===== src/rtl/store_write_unit_pkg.sv =====
// Shared store encodings, strobe constants and the store formatting helper.
// funct3 encoding matches the load-extension path.
package store_write_unit_pkg;

   localparam logic [2:0] ST_SB = 3'b000;
   localparam logic [2:0] ST_SH = 3'b001;
   localparam logic [2:0] ST_SW = 3'b010;

   localparam logic [3:0] STRB_BYTE0 = 4'b0001;
   localparam logic [3:0] STRB_HALF_LO = 4'b0011;
   localparam logic [3:0] STRB_HALF_HI = 4'b1100;
   localparam logic [3:0] STRB_WORD = 4'b1111;

   typedef struct packed {
      logic        legal;
      logic [31:0] wdata;
      logic [3:0]  wstrb;
   } st_fmt_t;

   // Replicates the rs2 data across its lanes so only the strobe selects the bytes.
   function automatic st_fmt_t format_store(input logic [2:0] funct3,
                                            input logic [1:0] lo,
                                            input logic [31:0] d);
      st_fmt_t f;
      f = '0;
      case (funct3)
         ST_SB: begin
            f.legal = 1'b1;
            f.wdata = {4{d[7:0]}};
            f.wstrb = STRB_BYTE0 << lo;
         end
         ST_SH: begin
            f.legal = !lo[0];
            f.wdata = {2{d[15:0]}};
            f.wstrb = lo[1] ? STRB_HALF_HI : STRB_HALF_LO;
         end
         ST_SW: begin
            f.legal = (lo == 2'b00);
            f.wdata = d;
            f.wstrb = STRB_WORD;
         end
         default: f.legal = 1'b0;
      endcase
      return f;
   endfunction

endpackage


===== src/rtl/store_write_unit_if.sv =====
// Bundle of the MEM-stage store port, data-memory write port and load hazard port.
interface store_write_unit_if #(
   parameter int AW    = 32,
   parameter int DEPTH = 4
);
   localparam int CW = $clog2(DEPTH + 1);

   logic          st_valid;
   logic          st_ready;
   logic [2:0]    st_funct3;
   logic [AW-1:0] st_addr;
   logic [31:0]   st_data;
   logic          store_fault;
   logic          mem_req;
   logic [AW-1:0] mem_addr;
   logic [31:0]   mem_wdata;
   logic [3:0]    mem_wstrb;
   logic          mem_ack;
   logic          ld_check;
   logic [AW-1:0] ld_addr;
   logic          ld_hazard;
   logic          sb_empty;
   logic [CW-1:0] sb_count;

   modport slave (
      input  st_valid, st_funct3, st_addr, st_data, mem_ack, ld_check, ld_addr,
      output st_ready, store_fault, mem_req, mem_addr, mem_wdata, mem_wstrb,
             ld_hazard, sb_empty, sb_count
   );

   modport master (
      output st_valid, st_funct3, st_addr, st_data, mem_ack, ld_check, ld_addr,
      input  st_ready, store_fault, mem_req, mem_addr, mem_wdata, mem_wstrb,
             ld_hazard, sb_empty, sb_count
   );

endinterface


===== src/rtl/store_fifo.sv =====
// Store buffer FIFO: word address, data and strobes per entry, with per-entry
// valid/address taps so the top can detect loads hitting a pending store.
module store_fifo #(
   parameter int DEPTH = 4,
   parameter int AW    = 32
) (
   input  logic                       clk,
   input  logic                       rst,
   input  logic                       push,
   input  logic [AW-3:0]              push_addr,
   input  logic [31:0]                push_wdata,
   input  logic [3:0]                 push_wstrb,
   input  logic                       pop,
   output logic [AW-3:0]              head_addr,
   output logic [31:0]                head_wdata,
   output logic [3:0]                 head_wstrb,
   output logic [$clog2(DEPTH+1)-1:0] count,
   output logic                       full,
   output logic                       empty,
   output logic [DEPTH-1:0]           ent_valid,
   output logic [AW-3:0]              ent_addr [DEPTH]
);
   localparam int PW = $clog2(DEPTH);
   localparam int CW = $clog2(DEPTH + 1);

   logic [PW-1:0]  wr_ptr_reg;
   logic [PW-1:0]  rd_ptr_reg;
   logic [CW-1:0]  count_reg;
   logic [DEPTH-1:0] valid_reg;
   logic [AW-3:0]  addr_mem  [DEPTH];
   logic [31:0]    wdata_mem [DEPTH];
   logic [3:0]     wstrb_mem [DEPTH];
   logic           do_push;
   logic           do_pop;

   assign full    = (count_reg == CW'(DEPTH));
   assign empty   = (count_reg == '0);
   assign do_push = push && !full;
   assign do_pop  = pop && !empty;

   // Pointers wrap naturally because DEPTH is a power of two.
   always_ff @(posedge clk or posedge rst) begin
      if (rst) begin
         wr_ptr_reg <= '0;
         rd_ptr_reg <= '0;
         count_reg  <= '0;
         valid_reg  <= '0;
         for (int i = 0; i < DEPTH; i++) begin
            addr_mem[i]  <= '0;
            wdata_mem[i] <= '0;
            wstrb_mem[i] <= '0;
         end
      end else begin
         if (do_push) begin
            addr_mem[wr_ptr_reg]  <= push_addr;
            wdata_mem[wr_ptr_reg] <= push_wdata;
            wstrb_mem[wr_ptr_reg] <= push_wstrb;
            valid_reg[wr_ptr_reg] <= 1'b1;
            wr_ptr_reg            <= wr_ptr_reg + PW'(1);
         end
         if (do_pop) begin
            valid_reg[rd_ptr_reg] <= 1'b0;
            rd_ptr_reg            <= rd_ptr_reg + PW'(1);
         end
         case ({do_push, do_pop})
            2'b10:   count_reg <= count_reg + CW'(1);
            2'b01:   count_reg <= count_reg - CW'(1);
            default: count_reg <= count_reg;
         endcase
      end
   end

   assign head_addr  = addr_mem[rd_ptr_reg];
   assign head_wdata = wdata_mem[rd_ptr_reg];
   assign head_wstrb = wstrb_mem[rd_ptr_reg];
   assign count      = count_reg;
   assign ent_valid  = valid_reg;

   generate
      for (genvar gi = 0; gi < DEPTH; gi++) begin : g_tap
         assign ent_addr[gi] = addr_mem[gi];
      end
   endgenerate

endmodule


===== src/rtl/store_write_unit.sv =====
// Formats sb/sh/sw stores, rejects misaligned/illegal ones, buffers them and
// drains to data memory; stalls loads that hit a pending store word.
module store_write_unit
   import store_write_unit_pkg::*;
#(
   parameter int DEPTH = 4,
   parameter int AW    = 32
) (
   input logic              clk,
   input logic              rst,
   store_write_unit_if.slave bus
);
   st_fmt_t                   fmt;
   logic                      accept;
   logic                      push;
   logic                      pop;
   logic                      fault_reg;
   logic [AW-3:0]             head_addr;
   logic [31:0]               head_wdata;
   logic [3:0]                head_wstrb;
   logic [$clog2(DEPTH+1)-1:0] count;
   logic                      full;
   logic                      empty;
   logic [DEPTH-1:0]          ent_valid;
   logic [AW-3:0]             ent_addr [DEPTH];
   logic [DEPTH-1:0]          hit;

   assign fmt    = format_store(bus.st_funct3, bus.st_addr[1:0], bus.st_data);
   assign accept = bus.st_valid && bus.st_ready;
   assign push   = accept && fmt.legal;
   assign pop    = bus.mem_req && bus.mem_ack;

   always_ff @(posedge clk or posedge rst) begin
      if (rst) fault_reg <= 1'b0;
      else     fault_reg <= accept && !fmt.legal;
   end

   store_fifo #(.DEPTH(DEPTH), .AW(AW)) u_fifo (
      .clk        (clk),
      .rst        (rst),
      .push       (push),
      .push_addr  (bus.st_addr[AW-1:2]),
      .push_wdata (fmt.wdata),
      .push_wstrb (fmt.wstrb),
      .pop        (pop),
      .head_addr  (head_addr),
      .head_wdata (head_wdata),
      .head_wstrb (head_wstrb),
      .count      (count),
      .full       (full),
      .empty      (empty),
      .ent_valid  (ent_valid),
      .ent_addr   (ent_addr)
   );

   // Ready comes only from the registered count, never from mem_ack.
   assign bus.st_ready    = !full;
   assign bus.store_fault = fault_reg;
   assign bus.mem_req     = !empty;
   assign bus.mem_addr    = empty ? '0 : {head_addr, 2'b00};
   assign bus.mem_wdata   = empty ? '0 : head_wdata;
   assign bus.mem_wstrb   = empty ? '0 : head_wstrb;
   assign bus.sb_empty    = empty;
   assign bus.sb_count    = count;

   // Includes the head even when it is being acked this cycle.
   generate
      for (genvar gi = 0; gi < DEPTH; gi++) begin : g_hit
         assign hit[gi] = ent_valid[gi] && (ent_addr[gi] == bus.ld_addr[AW-1:2]);
      end
   endgenerate

   assign bus.ld_hazard = bus.ld_check && (|hit);

endmodule


===== src/flat_wrapper.sv =====
// flat-port wrapper written by rule: the top's interface ports become plain ports
module store_write_unit_flat import store_write_unit_pkg::*;
#(
   parameter int DEPTH = 4,
   parameter int AW    = 32
)
  (clk, rst, bus_st_valid, bus_st_funct3, bus_st_addr, bus_st_data, bus_mem_ack, bus_ld_check, bus_ld_addr, bus_st_ready, bus_store_fault, bus_mem_req, bus_mem_addr, bus_mem_wdata, bus_mem_wstrb, bus_ld_hazard, bus_sb_empty, bus_sb_count);
  store_write_unit_if #(.AW(AW), .DEPTH(DEPTH)) bus_i ();
  input logic clk;
  input logic rst;
  input wire logic [$bits(bus_i.st_valid)-1:0] bus_st_valid;
  input wire logic [$bits(bus_i.st_funct3)-1:0] bus_st_funct3;
  input wire logic [$bits(bus_i.st_addr)-1:0] bus_st_addr;
  input wire logic [$bits(bus_i.st_data)-1:0] bus_st_data;
  input wire logic [$bits(bus_i.mem_ack)-1:0] bus_mem_ack;
  input wire logic [$bits(bus_i.ld_check)-1:0] bus_ld_check;
  input wire logic [$bits(bus_i.ld_addr)-1:0] bus_ld_addr;
  output wire logic [$bits(bus_i.st_ready)-1:0] bus_st_ready;
  output wire logic [$bits(bus_i.store_fault)-1:0] bus_store_fault;
  output wire logic [$bits(bus_i.mem_req)-1:0] bus_mem_req;
  output wire logic [$bits(bus_i.mem_addr)-1:0] bus_mem_addr;
  output wire logic [$bits(bus_i.mem_wdata)-1:0] bus_mem_wdata;
  output wire logic [$bits(bus_i.mem_wstrb)-1:0] bus_mem_wstrb;
  output wire logic [$bits(bus_i.ld_hazard)-1:0] bus_ld_hazard;
  output wire logic [$bits(bus_i.sb_empty)-1:0] bus_sb_empty;
  output wire logic [$bits(bus_i.sb_count)-1:0] bus_sb_count;
  assign bus_i.st_valid = bus_st_valid;
  assign bus_i.st_funct3 = bus_st_funct3;
  assign bus_i.st_addr = bus_st_addr;
  assign bus_i.st_data = bus_st_data;
  assign bus_i.mem_ack = bus_mem_ack;
  assign bus_i.ld_check = bus_ld_check;
  assign bus_i.ld_addr = bus_ld_addr;
  assign bus_st_ready = bus_i.st_ready;
  assign bus_store_fault = bus_i.store_fault;
  assign bus_mem_req = bus_i.mem_req;
  assign bus_mem_addr = bus_i.mem_addr;
  assign bus_mem_wdata = bus_i.mem_wdata;
  assign bus_mem_wstrb = bus_i.mem_wstrb;
  assign bus_ld_hazard = bus_i.ld_hazard;
  assign bus_sb_empty = bus_i.sb_empty;
  assign bus_sb_count = bus_i.sb_count;
  store_write_unit #(.DEPTH(DEPTH), .AW(AW)) u_core (.clk(clk), .rst(rst), .bus(bus_i));
endmodule

===== config.mk =====
export PLATFORM = sky130hd
export DESIGN_NAME = store_write_unit_flat
export DESIGN_NICKNAME = d
export VERILOG_FILES = /design/src/rtl/store_write_unit_pkg.sv /design/src/rtl/store_write_unit_if.sv /design/src/rtl/store_fifo.sv /design/src/rtl/store_write_unit.sv /design/src/flat_wrapper.sv
export SDC_FILE = /design/constraint.sdc
export NUM_CORES = 1
export LEC_CHECK = 0
export ABC_AREA = 1
export CORE_ASPECT_RATIO = 0.7
export CORE_MARGIN = 3
export CORE_UTILIZATION = 35
export DETAILED_ROUTE_END_ITERATION = 10
export PLACE_DENSITY = 0.61
export SLEW_MARGIN = 20
export SYNTH_ARGS = -nofsm -noshare
export SYNTH_HDL_FRONTEND = slang
export SYNTH_SLANG_ARGS = --single-unit

===== constraint.sdc =====
create_clock -name clk -period 14.15 [get_ports clk]
set_input_delay 2.83 -clock clk [delete_from_list [all_inputs] [get_ports clk]]
set_output_delay 2.83 -clock clk [all_outputs]
set_load 0.005 [all_outputs]

Word level (Yosys, flattened, before mapping)
Index checks and enable logic that the tools add are counted.
{"block": "word_totals", "register_bits": 276, "in_bits": 104, "out_inout_bits": 76, "word_cells": 97}
{"block": "classes", "add_sub_neg": 4, "order_cmp": 7, "n_eq_ne": 9, "shifts": 1, "mux": 31, "bitwise": 5, "reduce_logical": 23}
{"op": "two-way mux 32 bit", "n": 5}
{"op": "bitwise mux 128 bit", "n": 1}
{"op": "bitwise mux 120 bit", "n": 1}
{"op": "equality test 30 bit", "n": 4}
{"op": "one-hot mux 36 bit (3 select lines)", "n": 1}
{"op": "two-way mux 30 bit", "n": 3}
{"op": "binary-select mux 32 bit (select 2 bit)", "n": 1}
{"op": "demux 32 bit (select 2 bit)", "n": 1}
{"op": "binary-select mux 30 bit (select 2 bit)", "n": 1}
{"op": "demux 30 bit (select 2 bit)", "n": 1}
{"op": "two-way mux 4 bit", "n": 7}
{"op": "bitwise mux 16 bit", "n": 1}
{"op": "logical AND 1 bit", "n": 14}
{"op": "binary-select mux 4 bit (select 2 bit)", "n": 1}
{"op": "demux 4 bit (select 2 bit)", "n": 1}
{"op": ">= comparator 3 bit, second input constant", "n": 2}
{"op": "logical NOT 3 bit", "n": 2}
{"op": "less-than comparator 2 x 3 -> 1 bit, second input constant", "n": 2}
{"op": "NOT 2 -> 3 bit", "n": 2}
{"op": "one-hot mux 3 bit (2 select lines)", "n": 1}
{"op": "adder 2 x 1 -> 2 bit, second input constant", "n": 2}
{"op": "AND 4 bit", "n": 1}
{"op": "demux 1 bit (select 2 bit)", "n": 2}
{"op": ">= comparator 2 x 1 -> 1 bit, second input constant", "n": 2}
{"op": "other kinds (17)", "n": 21}

Longest topological paths before layout
{"block": "depth", "depth_word": 8, "depth_mapped": 13, "ltp_nobuf": 12}

Modules after synthesis
A second synthesis with hierarchy kept.
{"block": "hier_totals", "cells_unflattened": 2119, "hier_area_um2": 15402.3}
{"module": "store_fifo", "n_inst": 1, "cells_each": 1364, "area_per_inst_um2": 12167.9, "seq_area_each_um2": 6881.6}
{"module": "store_write_unit", "n_inst": 1, "cells_each": 755, "area_per_inst_um2": 3234.4, "seq_area_each_um2": 25.0}

Worst setup path after synthesis
OpenSTA, ideal clock, no wires.
{"block": "synth_path", "path_type": "input port to output port", "start": "in bus_ld_addr[26]", "end": "out bus_ld_hazard", "arrival_ns": 3.702, "required_time_ns": 11.320, "setup_slack_ns": 7.618, "cell_stages": 13, "path_buffers": 1, "path_cell_list": "clkbuf_1 > inv_1 > nand2_1 > nand2_1 > inv_1 > nand2_1 > nor2_1 > nand2_1 > nor2_1 > nand2_1 > nand2_1 > nor2_1 > nor2_1"}
{"block": "synth_between", "elab_chain_cells": 4, "elab_cells_between_ends": 10, "classes_between": "4 x eq/ne; 6 x reduce/logical"}
{"element": "from (decl)", "line": "flat_wrapper.sv:17", "text": "input wire logic [$bits(bus_i.ld_addr)-1:0] bus_ld_addr;"}
{"element": "equality test 30 bit", "line": "store_write_unit.sv:69", "text": "assign hit[gi] = ent_valid[gi] && (ent_addr[gi] == bus.ld_addr[AW-1:2]);"}
{"element": "logical AND 1 bit", "line": "store_write_unit.sv:69"}
{"element": "OR reduction 4 bit (*)", "line": "store_write_unit.sv:73", "text": "assign bus.ld_hazard = bus.ld_check && (|hit);"}
{"element": "logical AND 1 bit (*)", "line": "store_write_unit.sv:73"}
{"element": "to (decl)", "line": "flat_wrapper.sv:24", "text": "output wire logic [$bits(bus_i.ld_hazard)-1:0] bus_ld_hazard;"}
Every way passes the cells marked *; elsewhere a longest branch is shown, timed or not.

Final worst setup path
{"block": "layout_path", "start": "in bus_ld_addr[19]", "end": "out bus_ld_hazard"}
The elaborated chain is that of the path after synthesis.

==> results by group <==
Run status
  • Status: completed

CTS
  • CTS max path bufs: 3
  • Postcts setup bufs: 0
  • Latest clock arrival within the worst-skew pair: a little under 600 ps
  • Root Buffer: clkbuf_16
  • Resized cells post-CTS: 0
  • CTS tree: yes
  • Num CTS Buffers: 31
  • CTS Sinks: 276
  • Depth of the CTS H-tree: 1
  • Clk slew on worst S/H paths: 60 ps
  • Hold-fix buffers at CTS: 0

Synthesis
  • Post-Syn Area per Cell: between 7 and 8 µm²
  • Synth area leaders: dfrtp_1 (46%), nand2_1 (19%), o21ai_0 (7.6%)
  • Distinct cell type count after synthesis: 32
  • #FFs+latches synth: 276
  • Cells after Synth: around 2100
  • Largest area contributor in the netlist: dfrtp_1
  • Yosys top cell area share: between 40% and 50%
  • Yosys warns: 0
  • Mapped cell area: roughly 15000 µm²
  • Sequential fraction of the synthesis area: 46.3%

Die
  • Core ar.: ~42000 µm²
  • Row Count: between 60 and 70
  • Initial Util: approximately 36%
  • I/O pin count: 180
  • Die Y: about 180 µm
  • Die Width: ~250 µm
  • Die area: between 40000 and 50000 µm²

Place
  • Placer congestion estimate: 0.935
  • Half-perimeter wire length after placement: 32900 µm
  • Setup WS pre-CTS: about 6200 ps
  • Port bufs: between 150 and 200

Timing
  • Final Cycle Share: 56.8%
  • Final setup TNS: 0 ps
  • Max Clock Freq: 125 MHz
  • RSZ-0062 raised after global routing: false
  • Slew Limit Fails: 0
  • Final Setup Violations: 0
  • Hold_ws: around 470 ps
  • Worst Clk Skew: around 18 ps
  • Final hold vios: 0
  • Final worst path period need: roughly 8000 ps
  • Final worst setup slack: 6120 ps
  • Worst-Margin Slew: about 1000 ps
  • Slew HR: between 30% and 40%

Pwr
  • Comb power frac: 45.2%
  • Lkg Pwr: 8.60 nW
  • Clock share of power: 20.3%
  • Switching pwr: between 1.5 and 2 mW
  • Switching Share: approximately 40%
  • Max VDD drop: 104 µV
  • Flop pwr share: between 30% and 40%
  • Pwr dens: between 200 and 250 nW/µm²
  • Total internal power: around 2.4 mW

Drt
  • Antenna-violating nets left: 0
  • Routed vias: 14000
  • Routed vias/inst: between 5 and 6
  • Iteration-0 DRC Markers: between 1500 and 2000
  • Routed WL per cell: between 15 and 20 µm
  • DR pass1 iterations: 5
  • Post-Route WL: 50300 µm
  • # DRC: 0

Min path
  • Hold Path Class: reg2reg
  • WHS Path Cells: 2

Global routing
  • Global-route congestion overflow total: 0
  • Initial antenna violation count: 2
  • Vias in the first global route: 13500
  • Largest net degree at the start of global routing: about 130
  • First-pass GRT wire length: ~78000 µm
  • GRT Total Usage: 22.2%

Run
  • Total of max-cap violations: 0

Setup path
  • Critical Path RT: about 11000 ps
  • CP endpoint kind: primary output
  • CP peak stage delay: about 540 ps
  • Buffers & Inverters on Critical Path: 2
  • Data arrival, critical path: 5200 ps
  • Levels on crit path: 11
  • CP startpoint kind: primary input
  • Crit path max-delay cell type: xnor2_1
  • Crit path max-delay family: buffers and inverters
  • CP Class: in2out
  • Cell depth of the worst flop-to-flop path: 10
  • Critical Path, Cell by Cell: clkdlybuf4s50_1 > xnor2_1 > nand2_1 > nor2_1 > nand2_1 > nor2_1 > nand2_1 > nand2_1 > nor2_1 > nor2_1 > clkdlybuf4s50_1
  • Crit Path Max Fanout: 5

Final layout
  • Largest register FFs: roughly 130
  • Most frequent cells in the layout: nand2_1 (760), dfrtp_1 (274), inv_1 (240)
  • Layout area overhead: 20.4%
  • Post-layout util: 43.2%
  • Share of cells above drive strength 1: 3.82%
  • Reg with most FFs: u_core.u_fifo.wdata_mem
  • Nets: about 2300
  • Most common cell after layout, fill and taps aside: nand2_1
[metrics by stage]
step | cell area (µm²) | power [mW] | instances
floorplan | 14900 | 2.42 | 2067
global placement | 16900 | 3.22 | 2688
detailed placement | 16900 | 3.25 | 2688
CTS | 18000 | 4.10 | 2745
global route | 18000 | 4.41 | 2746
finish | 18000 | 4.09 | 2748
[worst min-delay path: cells and delay by family (launching register included)]
kind,cells,cell delay [ps]
DFF,1,340
and+or+nand+nor,2,100
[layer usage]
layer | up-vias | track usage [%] | part of all wire [%]
li1 | 6737 | - | -
met1 | 6647 | 32.1 | 46
met2 | 519 | 33.1 | 43
met3 | 74 | 5.48 | 8.9
met4 | 2 | 5.71 | 2.3
met5 | - | 0 | 0.026
[synth_stat cells]
cell type / count
nor2_1: 76
clkinv_2: 2
xnor2_1: 33
buf_1: 8
o21ai_0: 227
nand2_1: 760
buf_2: 22
o211ai_1: 36
fa_1: 1
o21ai_2: 1
nand2_4: 1
ha_1: 9
dfrtp_1: 276
nand2_2: 4
inv_1: 242
o221ai_1: 1
nor3_1: 1
a22oi_2: 1
clkinv_1: 1
conb_1: 1
buf_6: 9
a21oi_1: 160
o21ai_1: 70
inv_2: 4
clkbuf_1: 62
buf_4: 12
nand4_1: 18
a22oi_1: 3
nor3_4: 1
a22o_1: 8
nand3_1: 10
xor2_1: 6
[layout make-up]
cell class,count,area [µm²]
diodes,3,7.51
clock buffers,47,926
clock inverters,10,110
fillers,4180,23600
inverters,249,945
multi-input cells,1429,6530
flip-flops and latches,276,6910
well taps,544,681
repair buffers,190,1860
[power by group through the flow]
stage	clock network [mW]	logic [mW]	registers (mW)
floorplan	0	1.09	1.33
global placement	0	1.82	1.41
detailed placement	0	1.84	1.42
CTS	0.845	1.85	1.41
global route	0.880	2.07	1.46
finish	0.828	1.85	1.41
[kinds of logic after synthesis]
kind of cell,count (synthesis),share of synthesized area (%)
XOR/XNOR,39,2.29
adder cells (fa/ha/maj),10,0.889
AND/OR/NAND/NOR,871,22.5
buffers and inverters,362,10.1
flip-flops,276,46.3
other,1,0.0251
AO/OA/AOI/OAI,507,18.0
[path summary, 6_finish.rpt]
| check | endpoint | slack [ps] | start |
|---|---|---|---|
| min in group asynchronous | u_core.bus.store_fault$_DFF_PP0_ | 2820 | rst |
| worst min-delay path | u_core.u_fifo.wdata_mem[104]$_DFFE_PP0P_ | 470 | u_core.u_fifo.wdata_mem[104]$_DFFE_PP0P_ |
| worst max-delay path | bus_ld_hazard | 6120 | bus_ld_addr[19] |
| worst max register to register | u_core.u_fifo.wdata_mem[15]$_DFFE_PP0P_ | 10920 | u_core.u_fifo.count[0]$_DFFE_PP0P_ |
| worst min register to register | u_core.u_fifo.wdata_mem[104]$_DFFE_PP0P_ | 470 | u_core.u_fifo.wdata_mem[104]$_DFFE_PP0P_ |
| max in group asynchronous | u_core.u_fifo.wdata_mem[92]$_DFFE_PP0P_ | 8860 | rst |
No activity file was read; power rests on OpenSTA's default activity.
==> patch (config.mk and constraints unchanged) <==
`AW` is set to 32 in 4 places; all go to 48.
--- a/src/rtl/store_write_unit_if.sv
+++ b/src/rtl/store_write_unit_if.sv
@@ -2,3 +2,3 @@
 interface store_write_unit_if #(
-   parameter int AW    = 32,
+   parameter int AW    = 48,
    parameter int DEPTH = 4
--- a/src/rtl/store_fifo.sv
+++ b/src/rtl/store_fifo.sv
@@ -4,3 +4,3 @@
    parameter int DEPTH = 4,
-   parameter int AW    = 32
+   parameter int AW    = 48
 ) (
--- a/src/rtl/store_write_unit.sv
+++ b/src/rtl/store_write_unit.sv
@@ -6,3 +6,3 @@
    parameter int DEPTH = 4,
-   parameter int AW    = 32
+   parameter int AW    = 48
 ) (
--- a/src/flat_wrapper.sv
+++ b/src/flat_wrapper.sv
@@ -4,3 +4,3 @@
    parameter int DEPTH = 4,
-   parameter int AW    = 32
+   parameter int AW    = 48
 )
Ports: changed (resized bus_ld_addr, bus_mem_addr and bus_st_addr); port bits go from 180 to 228. No check against the original RTL was run, so the function may have changed too.
==> patch against the unedited design <==
- sequential cell count grew 64
- final area grew 25%
- synthesized cell count grew 27%
- routed wire length grew 50%
- sequential share of layout area shrank 0.59 points
- clock power grew 23%
- utilization shrank 0.37 points
- worst setup slack lost 0.22 ns
- total power grew 30%
- maximum frequency shrank 2.7%
- synthesized area grew 25%
- critical endpoint unchanged
- largest power group unchanged
==> patch: results <==
set metrics [dict create \
    ys_types 34 \
    cts_made_buffers 39 \
    synth_area_leaders "dfrtp_1 (46%), nand2_1 (19%), o21ai_0 (11%)" \
    seq_power_share_pct 33.4 \
    wl_met2_mm 31.0 \
    finClkSkew_ns 0.0282 \
    clkLatencyLatePin_ns 0.55 \
    synth_compound_gate_area_share_pct 18.9 \
    hold_end "u_core.u_fifo.wdata_mem[110]$_DFFE_PP0P_" \
    timing_worst_slew_pin_value_ns 1.09 \
    grt_antenna_before_repair 9 \
    nets 2918 \
    gp_routability_congestion 0.964 \
    grt_use_total_pct 26.4 \
    hpwl_mm 52.2 \
    grt_pass1_wl_mm 111 \
    status "finished, final reports clean" \
    wl_met3_mm 8.76 \
    detail_route.wl_per_cell_um 21.7 \
    p_clk_share_pct 19.3 \
    power.density_nw_per_um2 236 \
    r2r_end "u_core.u_fifo.ent_addr[71]$_DFFE_PP0P_" \
    place_area_um2 21200 \
    routed_wl_mm 75.4 \
    cts_max_level 2 \
    synth_common_cells "nand2_1 (939), o21ai_0 (412), dfrtp_1 (340)" \
    synth_xor_area_share_pct 2.35 \
    viasPerCell 5.29 \
    seq_area_frac_synth_pct 45.6 \
    use_met2_pct 37.0 \
    grt_pass1_vias 17186 \
    portBuffers 223 \
    drtIter0Drc 2614 \
    period_share_pct 58.3 \
    place_ws_ns 6.01 \
    critPathSlowestCell "clkdlybuf4s50_1" \
    grt_max_degree 106 \
    cp.arrival_ns 5.42 \
    placed_cells 3415 \
    reg2reg_slack_ns 10.44 \
    irDropWorstVdd_v 0.000135 \
    min_path_type "register to register" \
    power_switching_share_pct 42.6 \
    synth_cells 2630 \
    worstHoldStart "u_core.u_fifo.wdata_mem[110]$_DFFE_PP0P_" \
    yosys-mux-area-fraction_pct 0 \
    drt-pass1-iter-count 6 \
    clkTransAtPathRegs_ns 0.06 \
    synthAdderAreaFrac_pct 0.710 \
    largest_reg_flops 184 \
    met1_length_mm 34.4 \
    p_leak_uw 0.0106 \
    use_met3_pct 6.42 \
    hold_slack_ns 0.474 \
    gr-usage-met1_pct 41.1 \
]
[patch: cell types whose count changed in the layout (fill, tap and decap cells not counted), sizes merged, moves of 8 or more]
cell / change
clkbuf: +9
a21oi: +62
o21ai: +134
inv: +54
nand2: +179
dfrtp: +64
clkdlybuf4s50: +48
nor2: +41
xor2: +8
o211ai: -18
[patch: area by class of cell]
class                   instances  area (um2)
well taps                     684         856
clock buffers                  56        1120
inverters                     305        1160
clock inverters                 9         124
fillers                      5250       30000
multi-input cells            1847        8340
repair buffers                239        2360
diodes                          2        5.00
flip-flops and latches        340        8520
[patch: worst max-delay path by stage]
stage / start / endpoint / cells after the start
after floorplan: rst / u_core.bus.store_fault$_DFF_PP0_ / 1
after global placement: bus_ld_addr[5] / bus_ld_hazard / 14
after detailed placement: bus_ld_addr[44] / bus_ld_hazard / 13
after CTS: bus_ld_addr[44] / bus_ld_hazard / 13
after global routing: bus_ld_addr[5] / bus_ld_hazard / 14
final: bus_ld_addr[5] / bus_ld_hazard / 14
